`src/rtl/caliptra_tlul_pkg.sv`:
```
// TL-UL payload types, idle drive values and arbiter state encoding.
package caliptra_tlul_pkg;

  localparam int unsigned TlAw     = 32;
  localparam int unsigned TlDw     = 32;
  localparam int unsigned TlMaskW  = TlDw / 8;
  localparam int unsigned TlAiw    = 8;
  localparam int unsigned TlDiw    = 1;
  localparam int unsigned TlSzw    = 2;
  localparam int unsigned TlUserW  = 7;

  localparam logic [2:0] OpPutFull       = 3'd0;
  localparam logic [2:0] OpGet           = 3'd4;
  localparam logic [2:0] OpAccessAck     = 3'd0;
  localparam logic [2:0] OpAccessAckData = 3'd1;

  typedef struct packed {
    logic                a_valid;
    logic [2:0]          a_opcode;
    logic [2:0]          a_param;
    logic [TlSzw-1:0]    a_size;
    logic [TlAiw-1:0]    a_source;
    logic [TlAw-1:0]     a_address;
    logic [TlMaskW-1:0]  a_mask;
    logic [TlDw-1:0]     a_data;
    logic [TlUserW-1:0]  a_user;
    logic                d_ready;
  } tl_h2d_t;

  typedef struct packed {
    logic                d_valid;
    logic [2:0]          d_opcode;
    logic [2:0]          d_param;
    logic [TlSzw-1:0]    d_size;
    logic [TlAiw-1:0]    d_source;
    logic [TlDiw-1:0]    d_sink;
    logic [TlDw-1:0]     d_data;
    logic [TlUserW-1:0]  d_user;
    logic                d_error;
    logic                a_ready;
  } tl_d2h_t;

  // Idle drive values: no valid, no ready on either channel.
  localparam tl_h2d_t TL_H2D_DEFAULT = '0;
  localparam tl_d2h_t TL_D2H_DEFAULT = '0;

  typedef enum logic [1:0] {
    ArbIdle = 2'd0,
    ArbHold = 2'd1,
    ArbRsp  = 2'd2
  } arb_state_e;

endpackage

```
`src/rtl/caliptra_tlul_host_arb_if.sv`:
```
// Host-side and device-side TL-UL links of the host arbiter.
// slave: arbiter view; master: environment (hosts + device) view.
interface caliptra_tlul_host_arb_if #(
  parameter int unsigned NumHosts = 2
);
  import caliptra_tlul_pkg::*;

  tl_h2d_t [NumHosts-1:0] tl_h_i;
  tl_d2h_t [NumHosts-1:0] tl_h_o;
  tl_h2d_t                tl_d_o;
  tl_d2h_t                tl_d_i;

  modport slave (
    input  tl_h_i,
    input  tl_d_i,
    output tl_h_o,
    output tl_d_o
  );

  modport master (
    output tl_h_i,
    output tl_d_i,
    input  tl_h_o,
    input  tl_d_o
  );
endinterface

```
`src/rtl/caliptra_tlul_rr_pick.sv`:
```
// Combinational round-robin picker: first set request after i_last, wrapping.
module caliptra_tlul_rr_pick #(
  parameter  int unsigned NumHosts = 2,
  localparam int unsigned HostIdxW = $clog2(NumHosts)
) (
  input  logic [NumHosts-1:0] i_req,
  input  logic [HostIdxW-1:0] i_last,
  output logic [HostIdxW-1:0] o_idx,
  output logic                o_any
);

  function automatic logic [HostIdxW-1:0] wrap_idx(input logic [HostIdxW-1:0] base,
                                                   input int unsigned off);
    int unsigned sum;
    sum = 32'(base) + off;
    if (sum >= NumHosts) sum = sum - NumHosts;
    return HostIdxW'(sum);
  endfunction

  // Scan from farthest to nearest so the nearest requester after i_last wins.
  always_comb begin
    o_idx = '0;
    o_any = 1'b0;
    for (int k = int'(NumHosts); k > 0; k--) begin
      if (i_req[wrap_idx(i_last, unsigned'(k))]) begin
        o_idx = wrap_idx(i_last, unsigned'(k));
        o_any = 1'b1;
      end
    end
  end

endmodule

```
`src/rtl/caliptra_tlul_host_arb.sv`:
```
// Round-robin arbiter sharing one single-outstanding TL-UL device among hosts.
// Optional per-host grant counters: define CALIPTRA_TLUL_HOST_ARB_GNT_CNT_EN.
module caliptra_tlul_host_arb
  import caliptra_tlul_pkg::*;
#(
  parameter  int unsigned NumHosts = 2,
  parameter  int unsigned CntW     = 16,
  localparam int unsigned HostIdxW = $clog2(NumHosts)
) (
  input  logic                             clk_i,
  input  logic                             rst_i,
  caliptra_tlul_host_arb_if.slave          tl_bus,
  output logic [HostIdxW-1:0]              gnt_idx_o,
  output logic                             busy_o,
  output logic                             proto_err_o,
  output logic [NumHosts-1:0][CntW-1:0]    gnt_cnt_o
);

  arb_state_e             r_state, w_state_nxt;
  logic [HostIdxW-1:0]    r_gnt, w_gnt_nxt;
  logic [HostIdxW-1:0]    r_last, w_last_nxt;
  logic                   r_proto_err, w_proto_err;
  logic [NumHosts-1:0]    w_req;
  logic [HostIdxW-1:0]    w_pick;
  logic                   w_any;
  tl_h2d_t                w_tl_d_o;
  tl_d2h_t [NumHosts-1:0] w_tl_h_o;

  // Gather host A-channel valids for the picker.
  always_comb begin
    for (int i = 0; i < int'(NumHosts); i++) w_req[i] = tl_bus.tl_h_i[i].a_valid;
  end

  caliptra_tlul_rr_pick #(.NumHosts(NumHosts)) u_pick (
    .i_req  (w_req),
    .i_last (r_last),
    .o_idx  (w_pick),
    .o_any  (w_any)
  );

  // State, grant and last-winner registers.
  always_ff @(posedge clk_i) begin
    if (rst_i) begin
      r_state     <= ArbIdle;
      r_gnt       <= '0;
      r_last      <= HostIdxW'(NumHosts - 1);
      r_proto_err <= 1'b0;
    end else begin
      r_state     <= w_state_nxt;
      r_gnt       <= w_gnt_nxt;
      r_last      <= w_last_nxt;
      r_proto_err <= w_proto_err;
    end
  end

  // Next state and channel routing; everything idles while reset is held.
  always_comb begin
    w_state_nxt = r_state;
    w_gnt_nxt   = r_gnt;
    w_last_nxt  = r_last;
    w_proto_err = 1'b0;
    w_tl_d_o    = TL_H2D_DEFAULT;
    for (int i = 0; i < int'(NumHosts); i++) w_tl_h_o[i] = TL_D2H_DEFAULT;
    if (!rst_i) begin
      unique case (r_state)
        ArbIdle: begin
          if (w_any) begin
            w_tl_d_o                 = tl_bus.tl_h_i[w_pick];
            w_tl_d_o.d_ready         = 1'b0;
            w_tl_h_o[w_pick].a_ready = tl_bus.tl_d_i.a_ready;
            w_gnt_nxt                = w_pick;
            if (tl_bus.tl_d_i.a_ready) begin
              w_state_nxt = ArbRsp;
              w_last_nxt  = w_pick;
            end else begin
              w_state_nxt = ArbHold;
            end
          end
        end
        ArbHold: begin
          if (tl_bus.tl_h_i[r_gnt].a_valid) begin
            w_tl_d_o                = tl_bus.tl_h_i[r_gnt];
            w_tl_d_o.d_ready        = 1'b0;
            w_tl_h_o[r_gnt].a_ready = tl_bus.tl_d_i.a_ready;
            if (tl_bus.tl_d_i.a_ready) begin
              w_state_nxt = ArbRsp;
              w_last_nxt  = r_gnt;
            end
          end else begin
            w_state_nxt = ArbIdle;
            w_proto_err = 1'b1;
          end
        end
        ArbRsp: begin
          w_tl_h_o[r_gnt]         = tl_bus.tl_d_i;
          w_tl_h_o[r_gnt].a_ready = 1'b0;
          w_tl_d_o.d_ready        = tl_bus.tl_h_i[r_gnt].d_ready;
          if (tl_bus.tl_d_i.d_valid && tl_bus.tl_h_i[r_gnt].d_ready) begin
            w_state_nxt = ArbIdle;
          end
        end
        default: w_state_nxt = ArbIdle;
      endcase
    end
  end

  assign tl_bus.tl_d_o = w_tl_d_o;
  assign tl_bus.tl_h_o = w_tl_h_o;
  assign busy_o        = (r_state != ArbIdle);
  assign gnt_idx_o     = (r_state == ArbIdle) ? w_pick : r_gnt;
  assign proto_err_o   = r_proto_err;

`ifdef CALIPTRA_TLUL_HOST_ARB_GNT_CNT_EN
  logic [NumHosts-1:0][CntW-1:0] r_cnt;
  logic                          w_a_ack;

  assign w_a_ack = w_tl_d_o.a_valid & tl_bus.tl_d_i.a_ready;

  // Saturating count of accepted requests per host.
  always_ff @(posedge clk_i) begin
    if (rst_i) begin
      r_cnt <= '0;
    end else if (w_a_ack) begin
      for (int i = 0; i < int'(NumHosts); i++) begin
        if (gnt_idx_o == HostIdxW'(i) && r_cnt[i] != {CntW{1'b1}}) begin
          r_cnt[i] <= r_cnt[i] + CntW'(1);
        end
      end
    end
  end

  assign gnt_cnt_o = r_cnt;
`else
  assign gnt_cnt_o = '0;
`endif

endmodule

```
`src/flat_wrapper.sv`:
```
// flat-port wrapper written by rule: the top's interface ports become plain ports
module caliptra_tlul_host_arb_flat import caliptra_tlul_pkg::*;
#(
  parameter  int unsigned NumHosts = 2,
  parameter  int unsigned CntW     = 16,
  localparam int unsigned HostIdxW = $clog2(NumHosts)
)
  (clk_i, rst_i, gnt_idx_o, busy_o, proto_err_o, gnt_cnt_o, tl_bus_tl_h_i, tl_bus_tl_d_i, tl_bus_tl_h_o, tl_bus_tl_d_o);
  caliptra_tlul_host_arb_if #(.NumHosts(NumHosts)) tl_bus_i ();
  input  logic clk_i;
  input  logic rst_i;
  output logic [HostIdxW-1:0] gnt_idx_o;
  output logic busy_o;
  output logic proto_err_o;
  output logic [NumHosts-1:0][CntW-1:0] gnt_cnt_o;
  input wire logic [$bits(tl_bus_i.tl_h_i)-1:0] tl_bus_tl_h_i;
  input wire logic [$bits(tl_bus_i.tl_d_i)-1:0] tl_bus_tl_d_i;
  output wire logic [$bits(tl_bus_i.tl_h_o)-1:0] tl_bus_tl_h_o;
  output wire logic [$bits(tl_bus_i.tl_d_o)-1:0] tl_bus_tl_d_o;
  assign tl_bus_i.tl_h_i = tl_bus_tl_h_i;
  assign tl_bus_i.tl_d_i = tl_bus_tl_d_i;
  assign tl_bus_tl_h_o = tl_bus_i.tl_h_o;
  assign tl_bus_tl_d_o = tl_bus_i.tl_d_o;
  caliptra_tlul_host_arb #(.NumHosts(NumHosts), .CntW(CntW)) u_core (.clk_i(clk_i), .rst_i(rst_i), .tl_bus(tl_bus_i), .gnt_idx_o(gnt_idx_o), .busy_o(busy_o), .proto_err_o(proto_err_o), .gnt_cnt_o(gnt_cnt_o));
endmodule
```
`config.mk`:
```
export PLATFORM = sky130hd
export DESIGN_NAME = caliptra_tlul_host_arb_flat
export DESIGN_NICKNAME = d
export VERILOG_FILES = /design/src/rtl/caliptra_tlul_pkg.sv /design/src/rtl/caliptra_tlul_host_arb_if.sv /design/src/rtl/caliptra_tlul_rr_pick.sv /design/src/rtl/caliptra_tlul_host_arb.sv /design/src/flat_wrapper.sv
export SDC_FILE = /design/constraint.sdc
export NUM_CORES = 1
export LEC_CHECK = 0
export ABC_AREA = 1
export CORE_AREA = 4 4 190 192
export DETAILED_ROUTE_END_ITERATION = 12
export DIE_AREA = 0 0 194 196
export PLACE_DENSITY_LB_ADDON = 0.25
export SYNTH_ARGS = -nofsm -noshare
export SYNTH_HDL_FRONTEND = slang
export SYNTH_SLANG_ARGS = --single-unit
```
`constraint.sdc`:
```
create_clock -name clk_i -period 3 [get_ports clk_i]
set_input_delay 0.9 -clock clk_i [delete_from_list [all_inputs] [get_ports clk_i]]
set_output_delay 0.9 -clock clk_i [all_outputs]
set_load 0.01 [all_outputs]
```
## Word level (Yosys, flattened, before mapping)

Index checks and enable logic that the tools add are counted.

| operators by class | value |
|---|---|
| add/sub/neg operators | 4 |
| order comparisons | 8 |
| equal/unequal tests | 8 |
| mux-type cells | 43 |
| bitwise gates (word level) | 4 |
| reductions and logical operators | 10 |

Operators with widths:

| kind | number |
|---|---|
| $mux W93 | 7 |
| $and A118 B118 Y118 | 3 |
| $mux W118 | 3 |
| $pmux W118 S3 | 1 |
| $pmux W92 S2 | 1 |
| $demux W59 S1 | 3 |
| $bwmux W118 | 1 |
| $mux W59 | 1 |
| $mux W1 | 18 |
| $mux W2 | 5 |
| $lt A1 B2 Y1 const B | 4 |
| $ne A2 B2 Y1 const B | 3 |
| $pmux W2 S3 | 1 |
| $reduce_and A5 Y1 | 1 |
| $ne A2 B1 Y1 const B | 2 |
| $reduce_bool A2 Y1 | 2 |
| $add A1 B2 Y3 const B | 1 |
| $ge A3 B2 Y1 const B | 1 |
| $logic_and A1 B1 Y1 | 3 |
| $ne A3 B3 Y1 const B | 1 |
| $pmux W1 S3 | 1 |
| $reduce_and A3 Y1 | 1 |
| $add A1 B1 Y2 const B | 1 |
| $eq A2 B1 Y1 const B | 1 |
| other kinds (9) | 11 |

| word-level totals | value |
|---|---|
| bits in registers | 5 |
| bits of input ports | 247 |

## Longest topological paths before layout

| logic depth | value |
|---|---|
| depth in word-level cells | 15 |
| gate-level depth with buffers | 8 |

## Cells and area by module

A second synthesis with hierarchy kept.

| second synthesis, totals | value |
|---|---|
| cell total of the unflattened synthesis | 1093 |
| area total of the unflattened synthesis | 5659.2 µm² |

By module, submodules not included:

| module | times used | cells an instance | area an instance (µm²) |
|---|---|---|---|
| caliptra_tlul_host_arb | 1 | 1090 | 5644.2 |
| caliptra_tlul_rr_pick | 1 | 3 | 15.0 |

## Worst setup path after synthesis

OpenSTA, ideal clock, no wires.

| path | value |
|---|---|
| path type | input to output |
| from | input rst_i |
| to | output tl_bus_tl_h_o[107] |
| data arrival time | 1931 ps |
| required time | 2100 ps |
| setup slack | 169 ps |
| stages | 6 |
| path through | buf_2 -> inv_1 -> nand2_1 -> clkbuf_1 -> clkbuf_1 -> nor3_1 |

| on the way | value |
|---|---|
| word-level cells in the longest chain between the ends | 1 |

Ends and longest elaborated chain:

| what | line | source |
|---|---|---|
| start: declaration | flat_wrapper.sv:11 | `input logic rst_i;` |
| $mux W118 | caliptra_tlul_host_arb.sv:64 | `if (!rst_i) begin` |
| end: declaration | flat_wrapper.sv:18 | `output wire logic [$bits(tl_bus_i.tl_h_o)-1:0] tl_bus_tl_h_o;` |

Every way passes these cells.

## Final worst setup path

| path | value |
|---|---|
| from | input tl_bus_tl_h_i[92] |
| to | output tl_bus_tl_d_o[4] |

| on the way | value |
|---|---|
| word-level cells in the longest chain between the ends | 9 |

Ends and longest elaborated chain:

| what | line | source |
|---|---|---|
| start: declaration | flat_wrapper.sv:16 | `input wire logic [$bits(tl_bus_i.tl_h_i)-1:0] tl_bus_tl_h_i;` |
| $mux W1 (not written as such) (2 in a row) | caliptra_tlul_rr_pick.sv:25 | `if (i_req[wrap_idx(i_last, unsigned'(k))]) begin` |
| $mux W1 (2 in a row) | caliptra_tlul_rr_pick.sv:25 |  |
| $mux W93 (not written as such) (2 in a row) | caliptra_tlul_host_arb.sv:68 | `w_tl_d_o = tl_bus.tl_h_i[w_pick];` |
| $mux W93 | caliptra_tlul_host_arb.sv:67 | `if (w_any) begin` |
| $pmux W92 S2 * | caliptra_tlul_host_arb.sv:65 | `unique case (r_state)` |
| $mux W93 * | caliptra_tlul_host_arb.sv:64 |  |
| end: declaration | flat_wrapper.sv:19 | `output wire logic [$bits(tl_bus_i.tl_d_o)-1:0] tl_bus_tl_d_o;` |

Every way passes the cells marked *; elsewhere a longest branch is shown, timed or not. The select of a mux whose other input is x is not followed.

==> impl_metrics.csv <==
group,metric,value,unit
sta,period_minus_slack,2950,ps
worst_setup_path,required,2100,ps
floorplanning,pin_count,493,
grt,met2_usage,0.303,
sta,timing.fmax,339,MHz
clocking,clk_path_buf_depth,2,
layout,nets,1725,
route,dr.pass1.iters,5,
grt,use_met1,0.182,
grt,first_global_vias,7970,
clocking,cts_buffers,3,
clocking,root_buffer,"clkbuf_16",
hold_path,hp-start,"u_core.r_last$_SDFFE_PP1P_",
floorplanning,die-area,38000,µm²
hold_path,hold_end,"u_core.r_last$_SDFFE_PP1P_",
layout,mostFrequentLayoutCell,"nand2_1",
route,drc,0,
layout,syn2layout_area_growth,120,%
clocking,cts_tree,"done",
floorplanning,start_util,0.138,
place,io_buffers,460,
worst_setup_path,cp-startpoint,"tl_bus_tl_h_i[92]",
place,dp.cells,1907,
worst_setup_path,worst-r2r-setup-slack,1740,ps
worst_setup_path,critPathArrivalTime,2050,ps
grt,grt_overflow,0,
layout,antenna_cells,0,
route,first_iter_violations,361,
grt,busiest_layer,"met2",
sta,post-route-period-util,0.985,
sta,hold_viol,0,
hold_path,hold_class,"flop to flop",
status,status,"completed",
hold_path,whs_path_depth,2,
power,pwr_density_cell,237,nW/µm²
sta,skew,1.80,ps
layout,drive_gt1_frac,0.177,
grt,grt_start_max_net_pins,117,
place,place_congestion,0.844,
worst_setup_path,cp-start-kind,"primary input",
layout,final_cells,1932,
clocking,cts.sinks,5,
logic_synthesis,synthesis.area,4750,µm²
floorplanning,die_w,194,µm
route,vias,8340,
logic_synthesis,yosysUniqueCellTypes,18,
worst_setup_path,reg2reg_depth,7,
logic_synthesis,ys_warn_count,0,
floorplanning,rows,68,
route,ant_nets,0,
sta,setup-violations-final,0,
layout,utilization,0.304,
logic_synthesis,ys_ff_latch,5,
grt,track_usage,0.162,
place,dp_hpwl,26500,µm
run,maxCapViolCount,0,
floorplanning,die_h,196,µm
route,drt_wl_total,34300,µm
logic_synthesis,synth.avg_cell_area,4.75,µm²
power,peakVddDrop,0.000249,V
worst_setup_path,crit_fanout,8,
route,vias_per_cell,4.32,
grt,grt_use_met3,0.0469,
floorplanning,fp.coreArea,34400,µm²
logic_synthesis,synth_cells,1002,
logic_synthesis,yosysSeqAreaShare,0.0211,
route,post_drt_wl_per_cell,17.7,µm
sta,rsz0062_at_grt,"yes",
clocking,clkTransAtPathRegs,40,ps
worst_setup_path,reg2reg_to,"u_core.r_state[0]$_SDFFE_PP0P_",
grt,grt_pass1_wl,49100,µm
clocking,cts_hold_buf,0,
grt,antenna_found_initial,3,
worst_setup_path,r2r-start,"u_core.r_gnt$_SDFFE_PP0P_",
worst_setup_path,end_kind,"output pin",
layout,final_cell_mix,"nand2_1, clkdlybuf4s50_1, inv_1",
power,p_leak,5.03,nW
worst_setup_path,setup.worst_path.class,"primary input to output pin",
clocking,clk_latency,230,ps
clocking,htreeDepth,1,
sta,slew_violations,0,
==> synth_stat cells (all sizes together) <==
library cell	count	area, µm²
a21oi	98	502
dfxtp	5	100
nor3	117	586
buf	77	452
o211ai	92	691
o21ai	92	460
nand3	3	15.0
nand2	295	1110
nor2	10	37.5
clkbuf	47	176
conb	1	3.75
nand4	1	6.26
inv	164	616
==> state kept, by name, summed over array words and instances, names as in the netlist <==
signal	count
u_core.proto_err_o	1
u_core.r_last	1
u_core.r_state	2
u_core.r_gnt	1
==> timing repair <==
item                                    CTS  global route
endpoints found under the setup margin  208            81
pin swaps                                 8            17
gates resized for setup                 531            79
setup buffers                            11             3
cloned                                    7             4
==> cell type report <==
| type | count | area, µm² |
|---|---|---|
| fill | 3898 | 23900 |
| timing repair buffer | 564 | 5370 |
| multi-input combinational | 740 | 3690 |
| inverter | 164 | 633 |
| tap | 455 | 569 |
| sequential | 5 | 104 |
| clock buffer | 4 | 78.8 |
==> metrics by stage <==
stage | hold WS [ps] | area (µm²) | power [mW] | TNS (ps) | setup slack (ps)
2_1_floorplan | 419 | 4870 | 1.01 | 0 | 169
3_3_place_gp | 445 | 10400 | 2.14 | -109410 | -952
3_5_place_dp | 444 | 10400 | 2.15 | -106820 | -952
4_1_cts | 489 | 10300 | 2.42 | -157 | -48.3
5_1_grt | 511 | 10500 | 2.67 | -84.0 | -25.4
6_report | 491 | 10500 | 2.47 | 0 | 46.3
==> where the power goes <==
part	leakage [nW]	internal, mW	total (mW)	switching (mW)
logic	4.94	1.05	2.16	1.11
clock network	0.0382	0.177	0.226	0.0489
registers	0.0419	0.0754	0.0879	0.0125
==> worst max path at each step <==
stage / end
4_1_cts: tl_bus_tl_d_o[12]
3_3_place_gp: tl_bus_tl_d_o[32]
6_report: tl_bus_tl_d_o[4]
2_1_floorplan: tl_bus_tl_h_o[107]
3_5_place_dp: tl_bus_tl_d_o[26]
5_1_grt: tl_bus_tl_d_o[20]
==> critical path: stages <==
cell and delay, ps:
buf_8 110, inv_2 60, nand2_4 60, nand2_4 90, clkinv_8 80, buf_12 130, buf_16 130, buf_4 140
o211ai_1 100, a21oi_2 90, buf_2 160
==> cell families (layout without fill, tap and decap cells) <==
logic type             Yosys count  in the layout  synth area share
AO/OA/AOI/OAI                  282            282             0.348
flip-flops                       5              5            0.0211
AND/OR/NAND/NOR                426            426             0.369
other                            1             32          0.000789
buffers and inverters          288            732             0.262
==> routing by layer <==
| metal | routed length, µm | up-vias |
|---|---|---|
| li1 | - | 4167 |
| met1 | 13200 | 3779 |
| met2 | 17600 | 350 |
| met3 | 2760 | 38 |
| met4 | 743 | 6 |
| met5 | 39 | - |
Power figures use the tool's default switching activity.
